===== src/rtl/l2_port_pkg.sv =====
// Shared types for the L2 TCDM port adapter: the response-buffer entry and
// bus widths.
package l2_port_pkg;

    localparam int unsigned L2_DATA_WIDTH = 32;
    localparam int unsigned TCDM_BE_WIDTH = 4;

    typedef struct packed {
        logic [L2_DATA_WIDTH-1:0] rdata;
        logic                     err;
    } rsp_entry_t;

endpackage


===== src/rtl/fifo_v3.sv =====
// Generic synchronous FIFO with optional fall-through, occupancy output and
// flush. Storage is cleared on reset so the head reads as zero when empty.
module fifo_v3 #(
    parameter bit           FALL_THROUGH = 1'b0,
    parameter int unsigned  DEPTH        = 4,
    parameter type          dtype        = logic,
    localparam int unsigned ADDR_W       = (DEPTH > 1) ? $clog2(DEPTH) : 1,
    localparam int unsigned CNT_W        = $clog2(DEPTH + 1)
) (
    input  logic             clk_i,
    input  logic             rst_ni,
    input  logic             flush_i,
    output logic             full_o,
    output logic             empty_o,
    output logic [CNT_W-1:0] usage_o,
    input  dtype             data_i,
    input  logic             push_i,
    output dtype             data_o,
    input  logic             pop_i
);

    dtype              mem_q [DEPTH];
    logic [ADDR_W-1:0] rd_q;
    logic [ADDR_W-1:0] wr_q;
    logic [CNT_W-1:0]  cnt_q;
    logic              stored_empty;
    logic              bypass;
    logic              do_push;
    logic              do_pop;

    function automatic logic [ADDR_W-1:0] wrap_inc(input logic [ADDR_W-1:0] p);
        return (p == ADDR_W'(DEPTH - 1)) ? '0 : p + ADDR_W'(1);
    endfunction

    assign stored_empty = (cnt_q == '0);
    // In fall-through mode a push into an empty FIFO that is popped at once never lands in storage
    assign bypass       = FALL_THROUGH && stored_empty && push_i && pop_i;
    assign full_o       = (cnt_q == CNT_W'(DEPTH));
    assign empty_o      = stored_empty && !(FALL_THROUGH && push_i);
    assign usage_o      = cnt_q;
    assign data_o       = (FALL_THROUGH && stored_empty) ? data_i : mem_q[rd_q];
    assign do_push      = push_i && !full_o && !bypass;
    assign do_pop       = pop_i && !stored_empty;

    always_ff @(posedge clk_i or negedge rst_ni) begin
        if (!rst_ni) begin
            rd_q  <= '0;
            wr_q  <= '0;
            cnt_q <= '0;
            for (int unsigned i = 0; i < DEPTH; i++) mem_q[i] <= '0;
        end else if (flush_i) begin
            rd_q  <= '0;
            wr_q  <= '0;
            cnt_q <= '0;
        end else begin
            if (do_push) begin
                mem_q[wr_q] <= data_i;
                wr_q        <= wrap_inc(wr_q);
            end
            if (do_pop) rd_q <= wrap_inc(rd_q);
            case ({do_push, do_pop})
                2'b10:   cnt_q <= cnt_q + CNT_W'(1);
                2'b01:   cnt_q <= cnt_q - CNT_W'(1);
                default: ;
            endcase
        end
    end

endmodule


===== src/rtl/l2_tcdm_port_adapter.sv =====
// Valid/ready master to TCDM req/gnt/r_valid adapter for one L2 interconnect
// port, with an in-order response buffer and local out-of-window error replies.
module l2_tcdm_port_adapter
    import l2_port_pkg::*;
#(
    parameter logic [31:0]              ADDR_BASE  = 32'h1C00_0000,
    parameter logic [31:0]              ADDR_SIZE  = 32'h0008_0000,
    parameter int unsigned              FIFO_DEPTH = 4,
    parameter logic [L2_DATA_WIDTH-1:0] ERR_RDATA  = 32'hBADC_AB1E
) (
    input  logic                     clk_i,
    input  logic                     rst_ni,
    input  logic                     req_valid_i,
    output logic                     req_ready_o,
    input  logic [31:0]              req_addr_i,
    input  logic                     req_we_i,
    input  logic [L2_DATA_WIDTH-1:0] req_wdata_i,
    input  logic [TCDM_BE_WIDTH-1:0] req_be_i,
    output logic                     rsp_valid_o,
    input  logic                     rsp_ready_i,
    output logic [L2_DATA_WIDTH-1:0] rsp_rdata_o,
    output logic                     rsp_err_o,
    output logic [15:0]              err_count_o,
    output logic                     tcdm_req_o,
    output logic [31:0]              tcdm_add_o,
    output logic                     tcdm_wen_o,
    output logic [L2_DATA_WIDTH-1:0] tcdm_wdata_o,
    output logic [TCDM_BE_WIDTH-1:0] tcdm_be_o,
    input  logic                     tcdm_gnt_i,
    input  logic                     tcdm_r_valid_i,
    input  logic [L2_DATA_WIDTH-1:0] tcdm_r_rdata_i
);

    localparam int unsigned CNT_W = $clog2(FIFO_DEPTH + 1);
    localparam int unsigned OCC_W = CNT_W + 1;

    rsp_entry_t       push_entry;
    rsp_entry_t       head;
    logic [CNT_W-1:0] fifo_count;
    logic [OCC_W-1:0] occ;
    logic             in_range;
    logic             credit;
    logic             accept;
    logic             pop;
    logic             empty;
    logic             full;
    logic             inflight_q;
    logic             err_q;
    logic [15:0]      err_count_q;

    assign in_range = (req_addr_i >= ADDR_BASE) && ((req_addr_i - ADDR_BASE) < ADDR_SIZE);

    // Every accepted request reserves a buffer slot until its response is popped.
    // Reset is folded in so the handshake outputs read zero while rst_ni is low.
    assign occ    = {1'b0, fifo_count} + {{CNT_W{1'b0}}, inflight_q};
    assign credit = rst_ni && (occ < OCC_W'(FIFO_DEPTH));

    assign tcdm_req_o   = req_valid_i && in_range && credit;
    assign req_ready_o  = credit && (in_range ? tcdm_gnt_i : 1'b1);
    assign accept       = req_valid_i && req_ready_o;
    assign tcdm_add_o   = {req_addr_i[31:2], 2'b00};
    assign tcdm_wen_o   = ~req_we_i;
    assign tcdm_wdata_o = req_wdata_i;
    assign tcdm_be_o    = req_be_i;

    always_ff @(posedge clk_i or negedge rst_ni) begin
        if (!rst_ni) begin
            inflight_q <= 1'b0;
            err_q      <= 1'b0;
        end else begin
            inflight_q <= accept;
            if (accept) err_q <= ~in_range;
        end
    end

    assign push_entry.rdata = err_q ? ERR_RDATA : tcdm_r_rdata_i;
    assign push_entry.err   = err_q;

    fifo_v3 #(
        .FALL_THROUGH (1'b0),
        .DEPTH        (FIFO_DEPTH),
        .dtype        (rsp_entry_t)
    ) i_rsp_fifo (
        .clk_i   (clk_i),
        .rst_ni  (rst_ni),
        .flush_i (1'b0),
        .full_o  (full),
        .empty_o (empty),
        .usage_o (fifo_count),
        .data_i  (push_entry),
        .push_i  (inflight_q),
        .data_o  (head),
        .pop_i   (pop)
    );

    assign rsp_valid_o = ~empty;
    assign rsp_rdata_o = head.rdata;
    assign rsp_err_o   = head.err;
    assign pop         = rsp_valid_o && rsp_ready_i;

    always_ff @(posedge clk_i or negedge rst_ni) begin
        if (!rst_ni) begin
            err_count_q <= '0;
        end else if (pop && head.err && (err_count_q != 16'hFFFF)) begin
            err_count_q <= err_count_q + 16'd1;
        end
    end

    assign err_count_o = err_count_q;

`ifndef SYNTHESIS
    logic post_rst_q;

    always_ff @(posedge clk_i or negedge rst_ni) begin
        if (!rst_ni) post_rst_q <= 1'b1;
        else         post_rst_q <= 1'b0;
    end

    a_rvalid: assert property (@(posedge clk_i) disable iff (!rst_ni)
        !post_rst_q |-> (tcdm_r_valid_i == (inflight_q && !err_q)));

    a_req_stable: assert property (@(posedge clk_i) disable iff (!rst_ni)
        (req_valid_i && !req_ready_o) |=>
            (req_valid_i && $stable({req_addr_i, req_we_i, req_wdata_i, req_be_i})));

    a_no_overflow: assert property (@(posedge clk_i) disable iff (!rst_ni)
        inflight_q |-> !full);
`endif

endmodule

===== config.mk =====
export PLATFORM = sky130hd
export DESIGN_NAME = l2_tcdm_port_adapter
export DESIGN_NICKNAME = d
export VERILOG_FILES = /design/src/rtl/l2_port_pkg.sv /design/src/rtl/fifo_v3.sv /design/src/rtl/l2_tcdm_port_adapter.sv
export SDC_FILE = /design/constraint.sdc
export NUM_CORES = 1
export LEC_CHECK = 0
export CORE_MARGIN = 2
export CORE_UTILIZATION = 35
export DETAILED_ROUTE_END_ITERATION = 10
export GPL_TIMING_DRIVEN = 0
export HOLD_SLACK_MARGIN = 0.08
export PLACE_DENSITY = 0.63
export REMOVE_ABC_BUFFERS = 1
export SETUP_SLACK_MARGIN = 0.02
export SYNTH_ARGS = -nofsm -noshare
export SYNTH_HDL_FRONTEND = slang
export SYNTH_SLANG_ARGS = --single-unit

===== constraint.sdc =====
create_clock -name clk_i -period 2 [get_ports clk_i]
set_input_delay 0.3 -clock clk_i [delete_from_list [all_inputs] [get_ports clk_i]]
set_output_delay 0.3 -clock clk_i [all_outputs]
set_load 0.05 [all_outputs]

==> run_results.csv, run 1 <==
group,metric,value,unit
setup_path,start_kind,"flop",
sta,drv_slew,0,
power,leakagePower,0.004237,µW
clocking,cts_buffers,17,
logic_synthesis,synth_edf_count,0,
sta,fin_crit,2.143,ns
setup_path,crit_required,1.70,ns
outcome,outcome,"complete, but fails checks",
worst_hold_path,hp-class,"input port to async pin",
global_routing,grt_start_max_net_pins,66,
logic_synthesis,synthTopCellsByArea,"dfrtp_1 (51%), mux2_2 (19%), mux4_2 (9.6%)",
setup_path,cp_cell_sequence,"buf_12 > mux4_2 > buf_6",
logic_synthesis,syn_avg_cell_area,13.82,µm²
clocking,clkSlewWorstSetupHoldPaths,0.06,ns
setup_path,cp_top_family,"multiplexers",
power,intPower,10480,µW
global_routing,overflow,0,
cells_and_area,fillCellCount,1936,
cells_and_area,insertedDiodeCount,0,
sta,setup_ws,-0.1430,ns
setup_path,rr_worst_depth,5,
power,p_comb_share,50.5,%
setup_path,crit_cells,3,
floorplanning,die_w,153.0,µm
power,p_seq_share,31.7,%
logic_synthesis,ys_types,43,
power,p_per_area,1753,mW/mm²
cells_and_area,seq_area,0.003939,mm²
sta,max_freq,466.6,MHz
logic_synthesis,post-synth-top-area-fraction,50.59,%
power,worst_ir_drop_vdd,0.7762,mV
clocking,cts_root_buffer,"clkbuf_16",
routing,drt-initial-drc-count,271,
place,place_inst,874,
logic_synthesis,yosys.area.top_type,"dfrtp_1",
place,portBuffers,116,
clocking,max-clock-path-buffers,2,
cells_and_area,syn_to_final_growth,26.99,%
global_routing,antenna_found_initial,0,
setup_path,rr_startpoint,"i_rsp_fifo.rd_q[0]",
sta,hold_violations,47,
global_routing,grt_pass1_wl,32.56,mm
sta,final.period_utilization,107.2,%
power,clkPwrFrac,17.8,%
sta,slew_headroom,51.68,%
routing,routed_via_density,5.251,
clocking,clk_latency,0.42,ns
floorplanning,num_rows,54,
setup_path,worst-path-buf-inv,2,
sta,worst_pin_slew,0.7249,ns
routing,drc,0,
routing,firstDrtPassIters,5,
sta,rsz0062_at_grt,"true",
floorplanning,ios,228,
flow_run,max_cap_violations,0,
logic_synthesis,synthCells,562,
floorplanning,core,0.02182,mm²
global_routing,first_global_vias,5278,
routing,vias,4857,
logic_synthesis,ys.flop_type,"dfrtp_1",
cells_and_area,multi_input_area,0.003277,mm²
cells_and_area,final_cell_mix,"dfrtp_1 (151), mux2_2 (133), clkdlybuf4s50_1 (53)",
setup_path,cpPeakStageDelay,0.58,ns
cells_and_area,final_nets,747,
sta,whs,-0.05102,ns
routing,wl,21.22,mm
floorplanning,fp.dieH,153.0,µm
power,switching_share,39.37,%
floorplanning,initial_core_util,35.59,%
setup_path,cp_slowest_cell,"mux4_2",
place,dp_slack,-0.8974,ns
place,hpwlAfterDp,14.49,mm
setup_path,crit_type,"flop to output port",
setup_path,critPathMaxFanout,14,
cells_and_area,drive_gt1_share,48.06,%
setup_path,ff2ff_setup_slack,0.05,ns
sta,setup_tns,-2.515,ns
clocking,cts_num_sinks,157,
logic_synthesis,yosysWarnings,0,
clocking,tritoncts,"built",
sta,setup_viol,33,
place,gp_congestion,0.8049,
global_routing,grt.total_usage,18.57,%
floorplanning,dieArea,0.02340,mm²
clocking,hold_buffers,6,
logic_synthesis,synth.cell_area,0.007766,mm²
logic_synthesis,ys_seq_area_share,50.59,%
setup_path,worst_setup_path_end_kind,"output port",
routing,wl_per_cell,22.94,µm
cells_and_area,stdcell_count,925,
clocking,htree_levels,4,
power,p_switching,6808,µW
logic_synthesis,async_reset_ff_share,100.0,%
cells_and_area,layout_commonest_cell,"dfrtp_1",
outcome,violations,"negative hold slack, negative setup slack",
sta,fin_skew,0.008213,ns
setup_path,reg2reg_to,"err_count_o[1]",
logic_synthesis,synth-seq-cells,157,
routing,ant_nets,0,
setup_path,critPathArrivalTime,1.84,ns
[worst max-delay path by stage]
stage	slack, ns	start	end
floorplan	-1.17	i_rsp_fifo.rd_q[0]	err_count_o[1]
global placement	-5.57	rst_ni	tcdm_req_o
detailed placement	-0.90	rst_ni	req_ready_o
CTS	-0.19	i_rsp_fifo.rd_q[0]	rsp_rdata_o[5]
global route	-0.20	i_rsp_fifo.rd_q[0]	rsp_rdata_o[9]
finish	-0.14	i_rsp_fifo.rd_q[0]	rsp_rdata_o[9]
[metal layers]
metal	routed length [µm]	vias up	part of all wire, %	GRT usage [%]
met5	199	-	0.94	6.832
met4	256	6	1.2	5.115
met3	2259	34	11	10.21
met2	9644	208	45	27.35
met1	8862	2547	42	23.14
li1	-	2062	-	-
[state kept, by name, summed over array words and instances (netlist names)]
name and cells:
i_rsp_fifo.mem_q 132, i_rsp_fifo.usage_o 3, err_q 1, i_rsp_fifo.rd_q 2, i_rsp_fifo.wr_q 2, inflight_q 1, err_count_o 16
[cells in the mapped netlist (all sizes together), types with 9 or more instances]
cell type	n
buf	86
dfrtp	157
inv	11
mux2	134
mux4	33
nand2	16
nand3	9
nand4	10
nor2	10
nor2b	13
or2	20
xnor2	10
[cells by family after synthesis]
kind of cell / after synthesis / share of synthesized area, %
simple gates: 101 / 7.669
buf+inv: 104 / 8.635
compound gates: 7 / 0.6767
other cells: 1 / 0.04829
xor+xnor: 15 / 1.692
mux: 169 / 29.31
fa+ha+maj: 8 / 1.385
flops: 157 / 50.59
[through the flow]
stage / power [µW] / utilization [%] / cell area (µm²)
final: 17290 / 45.19 / 9862
after global routing: 18170 / 45.19 / 9862
after CTS: 17490 / 44.74 / 9764
after detailed placement: 13760 / 40.51 / 8841
after global placement: 13260 / 39.65 / 8652
after floorplan: 10980 / - / 7141
[power groups by stage]
stage	clock network, µW	logic [µW]	registers (µW)
floorplan	0	5400	5580
global placement	0	7490	5780
detailed placement	0	8110	5650
CTS	3140	8850	5500
global route	3290	9200	5670
finish	3070	8730	5490
[timing repair]
action | CTS | global route
pin swaps | 6 | 11
endpoints found under the setup margin | 156 | 44
setup buffers | 6 | 6
endpoints found under the hold margin | 143 | 62
gates cloned | 2 | 0
resized for setup | 282 | 27
[cell type report]
class                   instances  area share [%]
clock buffers                  21           4.770
clock inverters                11          0.9135
inverters                      11          0.4187
multi-input cells             302           33.23
flip-flops and latches        157           39.94
well taps                     280           3.552
repair buffers                143           17.18
[worst min-delay path: stages]
cell	delay, ns
buf_16	0.08
buf_16	0.11
buf_16	0.27
Note: power is estimated with default switching activity, not from simulation.
==> run 2, diff against run 1 <==
--- a/config.mk
+++ b/config.mk
@@ -6,11 +6,11 @@
 export NUM_CORES = 1
 export LEC_CHECK = 0
 export CORE_MARGIN = 2
-export CORE_UTILIZATION = 35
+export CORE_UTILIZATION = 48
 export DETAILED_ROUTE_END_ITERATION = 10
 export GPL_TIMING_DRIVEN = 0
 export HOLD_SLACK_MARGIN = 0.08
-export PLACE_DENSITY = 0.63
+export PLACE_DENSITY_LB_ADDON = 0.3
 export REMOVE_ABC_BUFFERS = 1
 export SETUP_SLACK_MARGIN = 0.02
 export SYNTH_ARGS = -nofsm -noshare
==> run 2 against run 1 <==
  * The run ends with negative setup slack left
  * Final area fell by 1.6%
  * Non-clock buffer count rose by 2
  * Core utilization rose by 16 points
  * Clock skew fell by 0.00097 ns
  * Fmax fell by 1.6%
  * Hold slack improved by 0.46 ns
  * Clock power rose by 9.4%
  * Largest cell class unchanged
  * Largest power group unchanged
==> run_results.csv, run 2 (same netlist as run 1, synthesis figures left out) <==
group,metric,value,unit
outcome,outcome,"complete, but fails checks",
outcome,violations,"negative setup slack",
routing,wl,19.92,mm
flow_run,max_cap_violations,0,
sta,fin_skew,0.007245,ns
routing,firstDrtPassIters,4,
clocking,max-clock-path-buffers,2,
floorplanning,num_rows,46,
global_routing,grt.total_usage,23.66,%
sta,setup_tns,-3.722,ns
place,gp_congestion,0.7957,
worst_hold_path,whs_path_depth,5,
setup_path,critPathArrivalTime,1.88,ns
sta,slew_headroom,46.50,%
global_routing,grt_pass1_wl,30.81,mm
floorplanning,die_w,131.2,µm
global_routing,first_global_vias,5274,
worst_hold_path,hp-class,"input port to flop",
power,p_per_area,1796,mW/mm²
sta,setup_viol,34,
setup_path,cpPeakStageDelay,0.59,ns
floorplanning,dieArea,0.01721,mm²
routing,routed_via_density,5.624,
setup_path,start_kind,"flop",
setup_path,ff2ff_setup_slack,-0.08,ns
sta,whs,0.4052,ns
clocking,cts_buffers,17,
sta,drv_slew,0,
cells_and_area,top_register,"i_rsp_fifo.mem_q",
power,worst_ir_drop_vdd,0.8727,mV
cells_and_area,final_cell_mix,"dfrtp_1 (153), mux2_2 (132), clkdlybuf4s50_1 (55)",
setup_path,cp_top_family,"multiplexers",
setup_path,reg2reg_to,"err_count_o[1]",
sta,rsz0062_at_grt,"true",
setup_path,cp_slowest_cell,"mux4_2",
clocking,clk_latency,0.42,ns
setup_path,rr_worst_depth,5,
setup_path,cp_cell_sequence,"buf_16 > mux4_2 > buf_6",
routing,ant_nets,0,
cells_and_area,final_nets,749,
global_routing,antenna_found_initial,0,
clocking,cts_num_sinks,157,
setup_path,crit_required,1.70,ns
worst_hold_path,worstHoldStart,"req_addr_i[31]",
clocking,cts_root_buffer,"clkbuf_16",
clocking,clkSlewWorstSetupHoldPaths,0.06,ns
floorplanning,core,0.01583,mm²
routing,wl_per_cell,23.13,µm
sta,final.period_utilization,108.9,%
global_routing,grt_start_max_net_pins,109,
clocking,htree_levels,4,
cells_and_area,stdcell_count,861,
routing,drt-initial-drc-count,273,
clocking,tritoncts,"built",
sta,max_freq,459.2,MHz
cells_and_area,drive_gt1_share,48.37,%
setup_path,crit_type,"flop to output port",
setup_path,worst-path-buf-inv,2,
routing,vias,4842,
global_routing,overflow,0,
worst_hold_path,holdPathEnd,"inflight_q",
floorplanning,fp.dieH,131.2,µm
routing,drc,0,
cells_and_area,syn_to_final_growth,24.94,%
cells_and_area,largest_register_ffs,132,
place,place_inst,808,
place,portBuffers,116,
floorplanning,ios,228,
sta,worst_pin_slew,0.8025,ns
power,leakagePower,0.004195,µW
floorplanning,initial_core_util,49.07,%
setup_path,rr_startpoint,"i_rsp_fifo.rd_q[0]",
sta,setup_ws,-0.1777,ns
setup_path,worst_setup_path_end_kind,"output port",
sta,hold_violations,0,
setup_path,critPathMaxFanout,10,
place,hpwlAfterDp,12.90,mm
cells_and_area,layout_commonest_cell,"dfrtp_1",
cells_and_area,insertedDiodeCount,0,
sta,fin_crit,2.178,ns
run 2: changes by cell type in the layout (fill, tap and decap cells not counted), moves of 3 or more:
cell,previous run,this run
dfrtp_2,5,2
buf_6,33,26
buf_2,0,7
buf_4,10,20
bufinv_16,1,4
dlygate4sd2_1,16,13
buf_12,9,6
clkinv_2,7,1
nand2_2,0,3
run 2: worst max-delay path by stage:
stage                     slack (ns)  cells past startpoint               to          startpoint
after floorplan                -1.17                      4   err_count_o[1]  i_rsp_fifo.rd_q[0]
after global placement         -5.71                      4       tcdm_req_o              rst_ni
after detailed placement       -0.67                      3        rsp_err_o  i_rsp_fifo.rd_q[0]
after CTS                      -0.20                      3  rsp_rdata_o[26]  i_rsp_fifo.rd_q[0]
after global routing           -0.21                      3        rsp_err_o  i_rsp_fifo.rd_q[0]
final                          -0.18                      3        rsp_err_o  i_rsp_fifo.rd_q[0]
run 2: repair_timing:
action / in CTS / in global routing
gates resized for setup: 260 / 26
gates cloned: 1 / 0
endpoints found under the hold margin: 49 / 0
hold buffers: 2 / 0
buffers inserted: 9 / 11
pin swaps: 6 / 12
setup endpoints to repair: 148 / 106
run 2: final cells by class:
type                    count  area, µm²
inverters                  11      41.29
well taps                 216      270.3
multi-input cells         302       3282
fillers                  1215       6125
repair buffers            145       1559
clock buffers              20      446.7
clock inverters            10      165.2
flip-flops and latches    157       3939
run 2: stage by stage:
stage	area [µm²]	util [%]	power, µW	setup WS [ns]
4_1_cts	9512	60.09	17330	-0.1980
3_3_place_gp	8572	54.16	13230	-5.705
2_1_floorplan	7141	-	10980	-1.171
3_5_place_dp	8722	55.11	13590	-0.6743
5_1_grt	9703	61.30	18280	-0.2110
6_report	9703	61.30	17430	-0.1777
run 2: power breakdown:
| part | internal, µW | switching [µW] |
|---|---|---|
| sequential | 4630 | 928 |
| clock | 2110 | 1250 |
| combinational | 3910 | 4590 |
| total | 10700 | 6770 |
run 2: worst register-to-register path, stage by stage, from the launching register on:
cell and delay, ns:
dfrtp_4 0.51, buf_16 0.18, mux4_2 0.59, and2_4 0.25, and2_4 0.16, mux2_4 0.29
run 2: metal layers:
layer / up-vias / part of all wire [%] / global-route usage, %
met5: - / 0.74 / 9.064
met4: 4 / 2.0 / 7.609
met3: 34 / 13 / 14.47
met2: 242 / 44 / 33.77
met1: 2488 / 40 / 29.04
li1: 2074 / - / -
